$ cat src/rtl/store_buffer.sv
// Store buffer between a pipeline and a single-port memory: stores queue up and drain when the port is free.
// Optional store-to-load forwarding is enabled by defining SB_FWD_EN; otherwise matching loads wait for the drain.
module store_buffer #(
  parameter int DEPTH = 4
) (
  input  logic        clk,
  input  logic        rst,
  input  logic        req_valid,
  input  logic        req_wr,
  input  logic [15:0] req_addr,
  input  logic [15:0] req_wdata,
  output logic        req_ready,
  output logic        rsp_valid,
  output logic [15:0] rsp_rdata,
  output logic        mem_en,
  output logic        mem_wr,
  output logic [15:0] mem_addr,
  output logic [15:0] mem_wdata,
  input  logic [15:0] mem_rdata,
  output logic        empty
);

  localparam int PW = $clog2(DEPTH);
  localparam int CW = PW + 1;

  logic [DEPTH-1:0] valid_q;
  logic [15:0]      addr_q [DEPTH];
  logic [15:0]      data_q [DEPTH];
  logic [PW-1:0]    head_q;
  logic [PW-1:0]    tail_q;
  logic [CW-1:0]    count_q;
  logic             rsp_valid_q;
  logic [15:0]      rsp_rdata_q;

  logic [DEPTH-1:0] hit_vec;
  logic [PW-1:0]    hit_idx;
  logic             hit_any;
  logic             is_load;
  logic             is_store;
  logic             port_read;
  logic             load_stall;
  logic             drain;
  logic             coalesce;
  logic             push_ok;
  logic             push;
  logic             load_acc;

  for (genvar gi = 0; gi < DEPTH; gi++) begin : g_match
    assign hit_vec[gi] = valid_q[gi] && (addr_q[gi] == req_addr);
  end

  // Addresses in the buffer are unique, so at most one bit of hit_vec is set.
  always_comb begin
    hit_idx = '0;
    for (int i = 0; i < DEPTH; i++) begin
      if (hit_vec[i]) hit_idx = PW'(i);
    end
  end

  assign hit_any  = |hit_vec;
  assign is_load  = req_valid && !req_wr;
  assign is_store = req_valid && req_wr;

`ifdef SB_FWD_EN
  assign load_stall = 1'b0;
`else
  assign load_stall = is_load && hit_any;
`endif

  // A held (matching) load leaves the port free so the matching entry can drain.
  assign port_read = is_load && !hit_any && rst;
  assign drain     = !port_read && (count_q != '0);
  assign coalesce  = is_store && hit_any && !(drain && (hit_idx == head_q));
  assign push_ok   = (count_q < CW'(DEPTH)) || drain;
  assign push      = is_store && !coalesce && push_ok;
  assign load_acc  = is_load && !load_stall;
  assign req_ready = !load_stall && !(is_store && !coalesce && !push_ok);
  assign empty     = (count_q == '0);

  always_comb begin
    mem_en    = 1'b0;
    mem_wr    = 1'b0;
    mem_addr  = '0;
    mem_wdata = '0;
    if (port_read) begin
      mem_en   = 1'b1;
      mem_addr = req_addr;
    end else if (drain) begin
      mem_en    = 1'b1;
      mem_wr    = 1'b1;
      mem_addr  = addr_q[head_q];
      mem_wdata = data_q[head_q];
    end
  end

  always_ff @(posedge clk or negedge rst) begin
    if (!rst) begin
      valid_q     <= '0;
      head_q      <= '0;
      tail_q      <= '0;
      count_q     <= '0;
      rsp_valid_q <= 1'b0;
      rsp_rdata_q <= '0;
      for (int i = 0; i < DEPTH; i++) begin
        addr_q[i] <= '0;
        data_q[i] <= '0;
      end
    end else begin
      if (drain) begin
        valid_q[head_q] <= 1'b0;
        head_q          <= head_q + PW'(1);
      end
      if (coalesce) data_q[hit_idx] <= req_wdata;
      // When full, tail equals head; the push must win over the pop's invalidation.
      if (push) begin
        valid_q[tail_q] <= 1'b1;
        addr_q[tail_q]  <= req_addr;
        data_q[tail_q]  <= req_wdata;
        tail_q          <= tail_q + PW'(1);
      end
      count_q     <= count_q + CW'(push) - CW'(drain);
      rsp_valid_q <= load_acc;
      if (load_acc) rsp_rdata_q <= port_read ? mem_rdata : data_q[hit_idx];
    end
  end

  assign rsp_valid = rsp_valid_q;
  assign rsp_rdata = rsp_rdata_q;

endmodule
$ cat config.mk
export PLATFORM = sky130hd
export DESIGN_NAME = store_buffer
export DESIGN_NICKNAME = d
export VERILOG_FILES = /design/src/rtl/store_buffer.sv
export SDC_FILE = /design/constraint.sdc
export NUM_CORES = 1
export LEC_CHECK = 0
export ABC_AREA = 1
export CAP_MARGIN = 20
export CELL_PAD_IN_SITES_DETAIL_PLACEMENT = 1
export CELL_PAD_IN_SITES_GLOBAL_PLACEMENT = 1
export CORE_MARGIN = 2
export CORE_UTILIZATION = 30
export CTS_BUF_LIST = sky130_fd_sc_hd__clkbuf_4
export CTS_CLUSTER_DIAMETER = 60
export DETAILED_ROUTE_END_ITERATION = 8
export GPL_ROUTABILITY_DRIVEN = 0
export PLACE_DENSITY_LB_ADDON = 0.1
export SYNTH_ARGS = -nofsm -noshare
export SYNTH_HDL_FRONTEND = slang
export SYNTH_SLANG_ARGS = --single-unit
$ cat constraint.sdc
create_clock -name clk -period 3.1 [get_ports clk]
set_input_delay 0.62 -clock clk [delete_from_list [all_inputs] [get_ports clk]]
set_output_delay 0.62 -clock clk [all_outputs]
set_load 0.02 [all_outputs]
## Word-level counts from Yosys, hierarchy flattened

Index checks and enable logic that the tools add are counted.

| word-level totals | value |
|---|---|
| bits in latches | 0 |
| flip-flop bits (word level) | 156 |
| bits in writable memories | 0 |
| memories | 0 |
| bits in read-only memories | 0 |

| cells by class | value |
|---|---|
| multiply operators | 0 |
| shift operators | 0 |
| reductions and logical operators | 34 |
| add/sub/neg operators | 4 |
| equality and inequality tests | 5 |
| muxes and demuxes | 35 |
| div/mod/pow operators | 0 |
| bitwise operators | 6 |
| magnitude comparators | 10 |

Operators with widths:

| operator | number |
|---|---|
| 16-bit 2-to-1 mux | 13 |
| 64-bit bitwise mux | 3 |
| 64-bit 2-to-1 mux | 2 |
| 16-bit binary-select mux with 2-bit select | 3 |
| 16-bit demux with 2-bit select | 2 |
| 16-bit == test | 4 |
| 1-bit logical AND | 22 |
| 3-bit greater-or-equal comparator (second input constant) | 3 |
| 2-bit NOT with 3-bit output | 3 |
| 1-bit logical NOT | 8 |
| 4-bit 2-to-1 mux | 2 |
| 2-bit by 3-bit less-than comparator with 1-bit output (second input constant) | 2 |
| 3-bit by 1-bit less-than comparator with 1-bit output (second input constant) | 2 |
| 1-bit 2-to-1 mux | 6 |
| 2-bit by 1-bit adder with 2-bit output (second input constant) | 2 |
| 4-bit bitwise AND | 1 |
| 1-bit demux with 2-bit select | 2 |
| 2-bit by 1-bit greater-or-equal comparator with 1-bit output (second input constant) | 2 |
| 2-bit 2-to-1 mux | 2 |
| 4-bit NOT | 1 |
| 4-bit OR | 1 |
| 4-bit OR reduction | 1 |
| 3-bit by 1-bit adder with 3-bit output | 1 |
| 3-bit logical NOT | 1 |
| 5 further kinds | 5 |

## Logic depth before layout (Yosys ltp)

Gate-level depths: netlist (run 1).

| depth | value |
|---|---|
| depth after elaboration | 16 |
| gate-level depth with buffers | 22 |
| gate-level depth less buffers | 22 |

## Worst setup path after synthesis (run 1)

Ideal clock, no wire load.

| timing | value |
|---|---|
| path type | in2reg |
| from | input req_addr[14] |
| to | register count_q[2] |
| path slack | -0.225 ns |
| setup time | 0.129 ns |
| stages on the path | 18 |
| required time | 2.971 ns |
| buffers on the path | 1 |
| arrival | 3.196 ns |
| cell sequence | clkbuf_2 inv_1 nand2_1 nand2_1 and3_1 nand3_2 nand2_4 nor2_1 a21oi_4 nand2_2 nand2_4 nand2_1 ha_1 inv_1 ha_1 fa_1 xnor2_1 xor2_1 |

| on the way | value |
|---|---|
| longest elaborated chain between the ends | 16 |
| elaborated cells on any way between the ends | 28 |
| those cells by class | add/sub: 2; eq/ne: 5; mux: 3; reduce/logical: 18 |

RTL lines:

| item | line | text |
|---|---|---|
| start, declared | 10 | `input logic [15:0] req_addr,` |
| 16-bit == test | 49 | `assign hit_vec[gi] = valid_q[gi] && (addr_q[gi] == req_addr);` |
| 1-bit logical AND | 49 |  |
| 4-bit OR reduction | 60 | `assign hit_any = \|hit_vec;` |
| 1-bit logical NOT | 71 | `assign port_read = is_load && !hit_any && rst;` |
| 1-bit logical AND (2 in series) | 71 |  |
| 1-bit logical NOT | 72 | `assign drain = !port_read && (count_q != '0);` |
| 1-bit logical AND | 72 |  |
| 1-bit logical AND | 73 | `assign coalesce = is_store && hit_any && !(drain && (hit_idx == head_q));` |
| 1-bit logical NOT | 73 |  |
| 1-bit logical AND | 73 |  |
| 1-bit logical NOT | 75 | `assign push = is_store && !coalesce && push_ok;` |
| 1-bit logical AND (2 in series) | 75 |  |
| 3-bit by 1-bit adder with 3-bit output | 121 | `count_q <= count_q + CW'(push) - CW'(drain);` |
| 3-bit by 1-bit subtractor with 3-bit output (*) | 121 |  |
| end signal, assigned | 121 |  |
| end, declared | 31 | `logic [CW-1:0] count_q;` |

Every way passes the cells marked *; elsewhere a longest branch is shown, timed or not.
A chain may end at the register's enable or synchronous reset.

## Worst setup path after layout (run 1)

| timing | value |
|---|---|
| from | register addr_q[45] (netlist name) |
| to | output mem_addr[8] |

| on the way | value |
|---|---|
| longest elaborated chain between the ends | 10 |

RTL lines:

| item | line | text |
|---|---|---|
| start, declared | 27 | `logic [15:0] addr_q [DEPTH];` |
| start signal, assigned by index | 117 | `addr_q[tail_q] <= req_addr;` |
| 16-bit == test (*) | 49 |  |
| 1-bit logical AND (*) | 49 |  |
| 4-bit OR reduction (*) | 60 |  |
| 1-bit logical NOT (*) | 71 |  |
| 1-bit logical AND (*) (2 in series) | 71 |  |
| 1-bit logical NOT | 72 |  |
| 1-bit logical AND | 72 |  |
| 16-bit 2-to-1 mux | 88 | `end else if (drain) begin` |
| 16-bit 2-to-1 mux (*) | 85 | `if (port_read) begin` |
| end, declared | 17 | `output logic [15:0] mem_addr,` |

Marked as above.

==> load_flow_metrics.sql, run 1 <==
INSERT INTO impl_metrics (metric_group, metric, value, unit) VALUES
('worst_setup_path', 'setup.worst_path.start_class', 'register', ''),
('synthesis', 'synth_edf_count', '0', ''),
('sta', 'finalHoldViolations', '0', ''),
('cts', 'numClockSinks', '156', ''),
('sta', 'fin_crit_sh', '113.4', '%'),
('cts', 'cts-root-to-sink-buffers', '2', ''),
('global_route', 'grt_max_degree', '90', ''),
('cts', 'clk_root_buf', 'sky130_fd_sc_hd__clkbuf_4', ''),
('drt', 'routedWlPerCell', '20.35', 'µm'),
('worst_setup_path', 'worst-path-buf-inv', '3', ''),
('global_route', 'antenna_found_initial', '1', ''),
('sta', 'fin_ws', '-415.5', 'ps'),
('synthesis', 'xor_xnor_share_of_the_synthesized_area', '1.401', '%'),
('drt', 'routed-via-count', '11310', ''),
('drt', 'first_iter_violations', '777', ''),
('drt', 'detail_route.first_pass.iterations', '5', ''),
('synthesis', 'synth_warnings', '0', ''),
('synthesis', 'synth_compound_gate_area_share', '14.06', '%'),
('outcome', 'failed_checks', 'setup timing', ''),
('worst_setup_path', 'critical_path.top_delay_family', 'simple AND/OR/NAND/NOR gates', ''),
('worst_setup_path', 'critical_path.max_fanout', '4', ''),
('placement', 'half_perimeter_wire_length_after_placement', '32550', 'µm'),
('drt', 'drt_drc_violations_left', '0', ''),
('final_layout', 'fin_cells', '2252', ''),
('placement', 'buffer_ports.inserted', '104', ''),
('synthesis', 'synth_top_cell_by_area', 'sky130_fd_sc_hd__dfrtp_1', ''),
('synthesis', 'postSynthNetCount', '1540', ''),
('synthesis', 'async_reset_ff_share', '100.0', '%'),
('synthesis', 'mux_cell_area_share_after_synthesis', '0', '%'),
('sta', 'rsz0062_at_grt', 'true', ''),
('cts', 'ctsHtreeMaxLevel', '4', ''),
('synthesis', 'yosys_most_used_dff', 'sky130_fd_sc_hd__dfrtp_1', ''),
('die', 'die_x', '186.6', 'µm'),
('worst_setup_path', 'type_of_destination_of_the_critical_path', 'primary output', ''),
('final_layout', 'postLayoutCoreUtil', '45.50', '%'),
('synthesis', 'netlist_area', '0.01000', 'mm²'),
('global_route', 'grt_pass1_wl', '71150', 'µm'),
('die', 'core_area', '0.03270', 'mm²'),
('final_layout', 'num-nets-final', '1859', ''),
('synthesis', 'synth.ff_latch_count', '156', ''),
('drt', 'wl', '45840', 'µm'),
('synthesis', 'postSynthCellCount', '1477', ''),
('drt', 'post_drt_via_cell_ratio', '5.020', ''),
('sta', 'max-slew-margin-rel', '61.28', '%'),
('cts', 'cts_inserted_buffers', '17', ''),
('cts', 'clock_tree_from_tritoncts', 'built', ''),
('die', 'top_level_ports', '105', ''),
('worst_setup_path', 'critical-path-slowest-cell', 'sky130_fd_sc_hd__dfrtp_1', ''),
('worst_setup_path', 'crit_chain', 'nand2_1 -> nand2_1 -> nor2_4 -> nand2_1 -> nor2_2 -> nand3_2 -> nand2_4 -> nor2_4 -> a21oi_4 -> clkinv_4 -> buf_6 -> a211o_1 -> o21ai_2 -> buf_6', ''),
('final_layout', 'flow.area_growth_from_synthesis', '48.80', '%'),
('synthesis', 'portion_of_the_post_synthesis_area_used_by_sequential_elements', '39.04', '%'),
('min_path', 'hold_class', 'reg -> reg', ''),
('worst_setup_path', 'worst-setup-path-type', 'reg -> out', ''),
('final_layout', 'seqCellArea', '0.003910', 'mm²'),
('placement', 'pre_cts_slack', '-1483', 'ps'),
('sta', 'worstMarginPinSlew', '580.8', 'ps'),
('die', 'floorplan.die_area', '0.03481', 'mm²'),
('sta', 'setup-violations-final', '36', ''),
('outcome', 'outcome', 'finished with violations', ''),
('sta', 'upper_clock_frequency_limit', '284.5', 'MHz'),
('pwr', 'vdd_drop_max', '0.0004442', 'V'),
('final_layout', 'layout_fillers', '4132', ''),
('global_route', 'grt_pass1_vias', '11610', ''),
('synthesis', 'post_synthesis_mean_instance_area', '6.770', 'µm²'),
('cts', 'worst_skew_pair.late_latency', '640', 'ps'),
('worst_setup_path', 'cpMostUsedCell', 'sky130_fd_sc_hd__nand2_1', ''),
('synthesis', 'yosysTopAreaCellShare', '39.04', '%'),
('die', 'core.rowCount', '66', ''),
('global_route', 'grt_use_total', '26.68', '%'),
('worst_setup_path', 'reg2reg_setup_slack', '-240', 'ps'),
('die', 'initial_utilization', '30.58', '%');
==> power by group <==
part	internal, W	total (W)	switching (W)
clock	0.000639	0.00148	0.000843
combinational	0.00427	0.00966	0.00540
sequential	0.00297	0.00370	0.000729
total	0.00787	0.0148	0.00697
==> worst reg2reg max path, cell delays in order (launching register included) <==
cell and delay (ps):
sky130_fd_sc_hd__dfrtp_1 460, sky130_fd_sc_hd__nand2_1 130, sky130_fd_sc_hd__nand2_1 90, sky130_fd_sc_hd__nor2_4 130, sky130_fd_sc_hd__nand2_1 80, sky130_fd_sc_hd__nor2_2 160
sky130_fd_sc_hd__nand3_2 130, sky130_fd_sc_hd__nand2_4 90, sky130_fd_sc_hd__nor2_4 40, sky130_fd_sc_hd__a21oi_4 210, sky130_fd_sc_hd__buf_6 180, sky130_fd_sc_hd__buf_12 160
sky130_fd_sc_hd__buf_12 120, sky130_fd_sc_hd__nand2_8 50, sky130_fd_sc_hd__nand2_4 70, sky130_fd_sc_hd__nand2_4 50, sky130_fd_sc_hd__ha_4 260, sky130_fd_sc_hd__inv_2 40
sky130_fd_sc_hd__ha_4 150, sky130_fd_sc_hd__fa_2 360, sky130_fd_sc_hd__xnor2_2 140, sky130_fd_sc_hd__xor2_1 140
==> worst paths after layout <==
| kind | start | depth (start not counted) | end |
|---|---|---|---|
| setup / recovery | addr_q[45]$_DFFE_PN0P_ | 14 | mem_addr[8] |
| hold / removal | count_q[2]$_DFF_PN0_ | 1 | count_q[2]$_DFF_PN0_ |
| setup reg to reg | addr_q[45]$_DFFE_PN0P_ | 21 | count_q[2]$_DFF_PN0_ |
| hold reg to reg | count_q[2]$_DFF_PN0_ | 1 | count_q[2]$_DFF_PN0_ |
| max in group asynchronous | rst | 4 | rsp_rdata[7]$_DFFE_PN0P_ |
| min in group asynchronous | rst | 3 | addr_q[58]$_DFFE_PN0P_ |
==> metrics by stage <==
stage	instance area, µm²	hold WS (ps)	power, W
after floorplan	10150	324.4	0.007615
after global placement	13250	463.0	0.01159
after detailed placement	13250	463.4	0.01175
after CTS	14550	442.7	0.01442
after global routing	14880	478.2	0.01589
final	14880	492.1	0.01484
==> cells by family after synthesis <==
group / after synthesis
xor+xnor: 16
fa+ha+maj: 11
simple gates: 775
buf+inv: 251
flops: 156
compound gates: 268
==> cell usage in the layout (no fill, tap or decap), drive strengths merged, types with 21 or more instances in the layout <==
| master | instances |
|---|---|
| dfrtp | 156 |
| clkdlybuf4s50 | 52 |
| nor2 | 84 |
| inv | 165 |
| nor3 | 21 |
| nand4 | 70 |
| a21oi | 76 |
| nand3 | 99 |
| o21ai | 164 |
| buf | 314 |
| nand2 | 495 |
==> cell type report <==
cell class | instances | share of cell area (%)
inverters | 166 | 4.289
repair buffers | 385 | 24.17
clock buffers | 17 | 0.8577
flip-flops and latches | 156 | 26.28
clock inverters | 15 | 1.329
multi-input cells | 1070 | 39.35
diodes | 1 | 0.01682
well taps | 442 | 3.717
==> metal layers <==
metal / routed length (µm) / track usage (%) / share of wire [%]
met1: 23140 / 39.64 / 50
met2: 20090 / 40.43 / 44
met3: 1850 / 3.780 / 4.0
met4: 760 / 7.082 / 1.7
met5: 0 / 0 / 0
==> sequential cells by signal, summed over array words and instances (netlist names) <==
register and cells:
addr_q 64, data_q 64, rsp_rdata 16, valid_q 4, count_q 3, head_q 2, tail_q 2, rsp_valid 1
==> cell usage after synthesis (all sizes together) (16+ instances only) <==
master and instances:
a31oi 16, a21oi 76, nand2 495, dfrtp 156, nand4 70, buf 48, nand3 99, inv 164
nor3 21, o21ai 164, clkbuf 37, nor2 84
==> repair_timing <==
item | CTS | global route
hold endpoints to repair | 3 | 0
setup endpoints to repair | 170 | 166
setup buffers | 32 | 15
resized for setup | 413 | 85
gates cloned | 4 | 0
pin swaps | 35 | 52
hold buffers | 1 | 0
(Power assumes the default switching activity.)
==> run 2: changes to the inputs <==
CTS_BUF_LIST = unset   (was sky130_fd_sc_hd__clkbuf_4)
CTS_CLUSTER_DIAMETER = unset   (was 60)
clock period = 3.6 ns   (was 3.1 ns; I/O delays follow)
==> run 2 against run 1 <==
The flow now finishes without violations. Largest cell class unchanged. Critical endpoint is now mem_wdata[0]. Design area down 7.1%. Clock power up 36%. Register-to-register slack better by 360 ps. Clock skew down 22 ps. Utilization down 3.2 points. Sequential cell count unchanged.
==> load_flow_metrics.sql, run 2 (same netlist as run 1, synthesis figures left out) <==
INSERT INTO impl_metrics (metric_group, metric, value, unit) VALUES
('outcome', 'outcome', 'finished, final reports clean', ''),
('cts', 'worst_skew_pair.late_latency', '450', 'ps'),
('drt', 'postRouteAntennaNets', '0', ''),
('worst_setup_path', 'crit_chain', 'clkdlybuf4s15_2 -> buf_4 -> xnor2_2 -> and3_4 -> nand3_2 -> nand3_4 -> nor2_4 -> a21oi_4 -> buf_4 -> clkinv_4 -> bufbuf_16 -> nor3_2 -> buf_4 -> buf_4', ''),
('cts', 'clk_root_buf', 'sky130_fd_sc_hd__clkbuf_16', ''),
('worst_setup_path', 'type_of_destination_of_the_critical_path', 'primary output', ''),
('pwr', 'power_leakage', '6.953', 'nW'),
('die', 'initial_utilization', '30.58', '%'),
('sta', 'clock-skew-final', '13.39', 'ps'),
('worst_setup_path', 'cpMostUsedCell', 'sky130_fd_sc_hd__buf_4', ''),
('min_path', 'hold_class', 'in -> async', ''),
('worst_setup_path', 'worst-setup-path-type', 'in -> out', ''),
('job', 'max_cap_viol_count', '0', ''),
('final_layout', 'postLayoutCoreUtil', '42.29', '%'),
('cts', 'cts_inserted_buffers', '17', ''),
('final_layout', 'num-nets-final', '1775', ''),
('drt', 'routed-via-count', '10910', ''),
('final_layout', 'post_route_cells_drive_above_1_share', '23.19', '%'),
('global_route', 'antenna_found_initial', '0', ''),
('sta', 'setup-violations-final', '0', ''),
('sta', 'finalSetupTns', '0', 'ps'),
('final_layout', 'flow.area_growth_from_synthesis', '38.29', '%'),
('sta', 'finalHoldViolations', '0', ''),
('worst_setup_path', 'biggest_cell_delay_along_the_critical_path', '290', 'ps'),
('worst_setup_path', 'critical_path.max_fanout', '5', ''),
('die', 'core_area', '0.03270', 'mm²'),
('cts', 'ctsHtreeMaxLevel', '4', ''),
('drt', 'detail_route.first_pass.iterations', '5', ''),
('sta', 'shortest_clock_period_the_worst_path_allows_after_layout', '3546', 'ps'),
('worst_setup_path', 'critical-path-slowest-cell', 'sky130_fd_sc_hd__bufbuf_16', ''),
('worst_setup_path', 'crit_arrival', '2830', 'ps'),
('drt', 'post_drt_via_cell_ratio', '5.035', ''),
('worst_setup_path', 'setup.worst_path.start_class', 'input pin', ''),
('placement', 'buffer_ports.inserted', '104', ''),
('die', 'top_level_ports', '105', ''),
('global_route', 'grt_pass1_vias', '11150', ''),
('die', 'core.rowCount', '66', ''),
('sta', 'rsz0062_at_grt', 'true', ''),
('die', 'die_height', '186.6', 'µm'),
('global_route', 'grt_use_total', '25.88', '%'),
('sta', 'max-slew-margin-rel', '53.66', '%'),
('global_route', 'grt_max_degree', '106', ''),
('pwr', 'vdd_drop_max', '0.0004627', 'V'),
('placement', 'pre_cts_slack', '-1115', 'ps'),
('drt', 'first_iter_violations', '700', ''),
('die', 'die_x', '186.6', 'µm'),
('cts', 'cts.clk_slew.worst_paths', '60', 'ps'),
('cts', 'cts-root-to-sink-buffers', '2', ''),
('cts', 'clock_tree_from_tritoncts', 'built', ''),
('sta', 'max_slew_violation_total_from_the_final_report', '0', ''),
('sta', 'fin_crit_sh', '98.51', '%'),
('final_layout', 'mostFrequentLayoutCells', 'sky130_fd_sc_hd__nand2_1, sky130_fd_sc_hd__buf_4, sky130_fd_sc_hd__dfrtp_1', ''),
('global_route', 'grt_pass1_wl', '69030', 'µm'),
('drt', 'routedWlPerCell', '20.57', 'µm'),
('sta', 'worstMarginPinSlew', '695.1', 'ps'),
('cts', 'numClockSinks', '156', ''),
('final_layout', 'diodes', '0', ''),
('sta', 'upper_clock_frequency_limit', '282.0', 'MHz'),
('sta', 'fin_ws', '53.81', 'ps'),
('pwr', 'power_per_cell_area', '860.5', 'mW/mm²'),
('worst_setup_path', 'timing.critical_path.required', '2880', 'ps'),
('placement', 'half_perimeter_wire_length_after_placement', '32020', 'µm'),
('final_layout', 'mostFrequentLayoutCell', 'sky130_fd_sc_hd__nand2_1', ''),
('drt', 'drt_drc_violations_left', '0', ''),
('drt', 'wl', '44570', 'µm'),
('global_route', 'globalRoute.totalOverflow', '0', ''),
('die', 'floorplan.die_area', '0.03481', 'mm²');
[run 2: cell count changes in the layout (fill, tap and decap cells not counted), moves of 15 or more]
cell	delta
sky130_fd_sc_hd__clkbuf_4	-16
sky130_fd_sc_hd__nand2_1	+15
sky130_fd_sc_hd__dlygate4sd2_1	-15
sky130_fd_sc_hd__buf_4	-53
sky130_fd_sc_hd__buf_6	-40
sky130_fd_sc_hd__buf_2	+17
sky130_fd_sc_hd__clkbuf_16	+17
sky130_fd_sc_hd__inv_2	-15
sky130_fd_sc_hd__inv_1	+15
[run 2: critical path, delay by kind of cell]
family	cells	cell delay [ps]
AND/OR/NAND/NOR	5	570
buffers and inverters	7	1190
XOR/XNOR	1	210
AO/OA/AOI/OAI	1	130
[run 2: layer usage]
metal  wire, µm  vias to the layer above  GRT usage (%)
met5          0                        -              0
met4        461                        0          5.678
met3       1727                       33          3.573
met2      19730                      208          39.85
met1      22650                     5408          38.42
li1           -                     5262              -
[run 2: area by class of cell]
cell class	count	area, µm²
sequential	156	3905
tap	442	553.0
clock inverter	9	160.2
clock buffer	23	478.0
timing repair inverter	1	5.005
timing repair buffer	300	2664
multi-input combinational	1070	5430
inverter	166	633.1
fill	4168	18870
[run 2: final timing paths]
| kind | from | to | slack, ps | depth (start not counted) |
|---|---|---|---|---|
| max | req_addr[4] | mem_wdata[0] | 50 | 14 |
| min | rst | addr_q[37]$_DFFE_PN0P_ | 320 | 2 |
| max reg2reg | addr_q[49]$_DFFE_PN0P_ | count_q[2]$_DFF_PN0_ | 120 | 23 |
| min reg2reg | valid_q[0]$_DFF_PN0_ | valid_q[0]$_DFF_PN0_ | 480 | 2 |
| max in group asynchronous | rst | addr_q[22]$_DFFE_PN0P_ | 2260 | 3 |
| min in group clk | valid_q[0]$_DFF_PN0_ | valid_q[0]$_DFF_PN0_ | 480 | 2 |
[run 2: power breakdown]
part | internal, W | switching, W | total, W | leakage (nW)
sequential | 0.00256 | 0.000619 | 0.00318 | 1.90
clock | 0.00122 | 0.000801 | 0.00202 | 0.300
combinational | 0.00261 | 0.00408 | 0.00670 | 4.76
total | 0.00640 | 0.00550 | 0.0119 | 6.95
[run 2: stage by stage]
step	hold slack [ps]	cells	area [µm²]	power, W
after floorplan	424.4	1477	10000	0.006499
after detailed placement	464.3	2118	12730	0.009506
after CTS	314.7	2162	13640	0.01167
final	324.6	2167	13830	0.01190
after global placement	463.9	2118	12730	0.009394
after global routing	335.0	2167	13830	0.01277
[run 2: timing repair]
item	CTS	global route
pin swaps	13	29
hold buffers	0	0
setup buffers	9	5
gates resized for setup	287	82
setup endpoints to repair	101	101
cloned	3	0
endpoints found under the hold margin	0	0
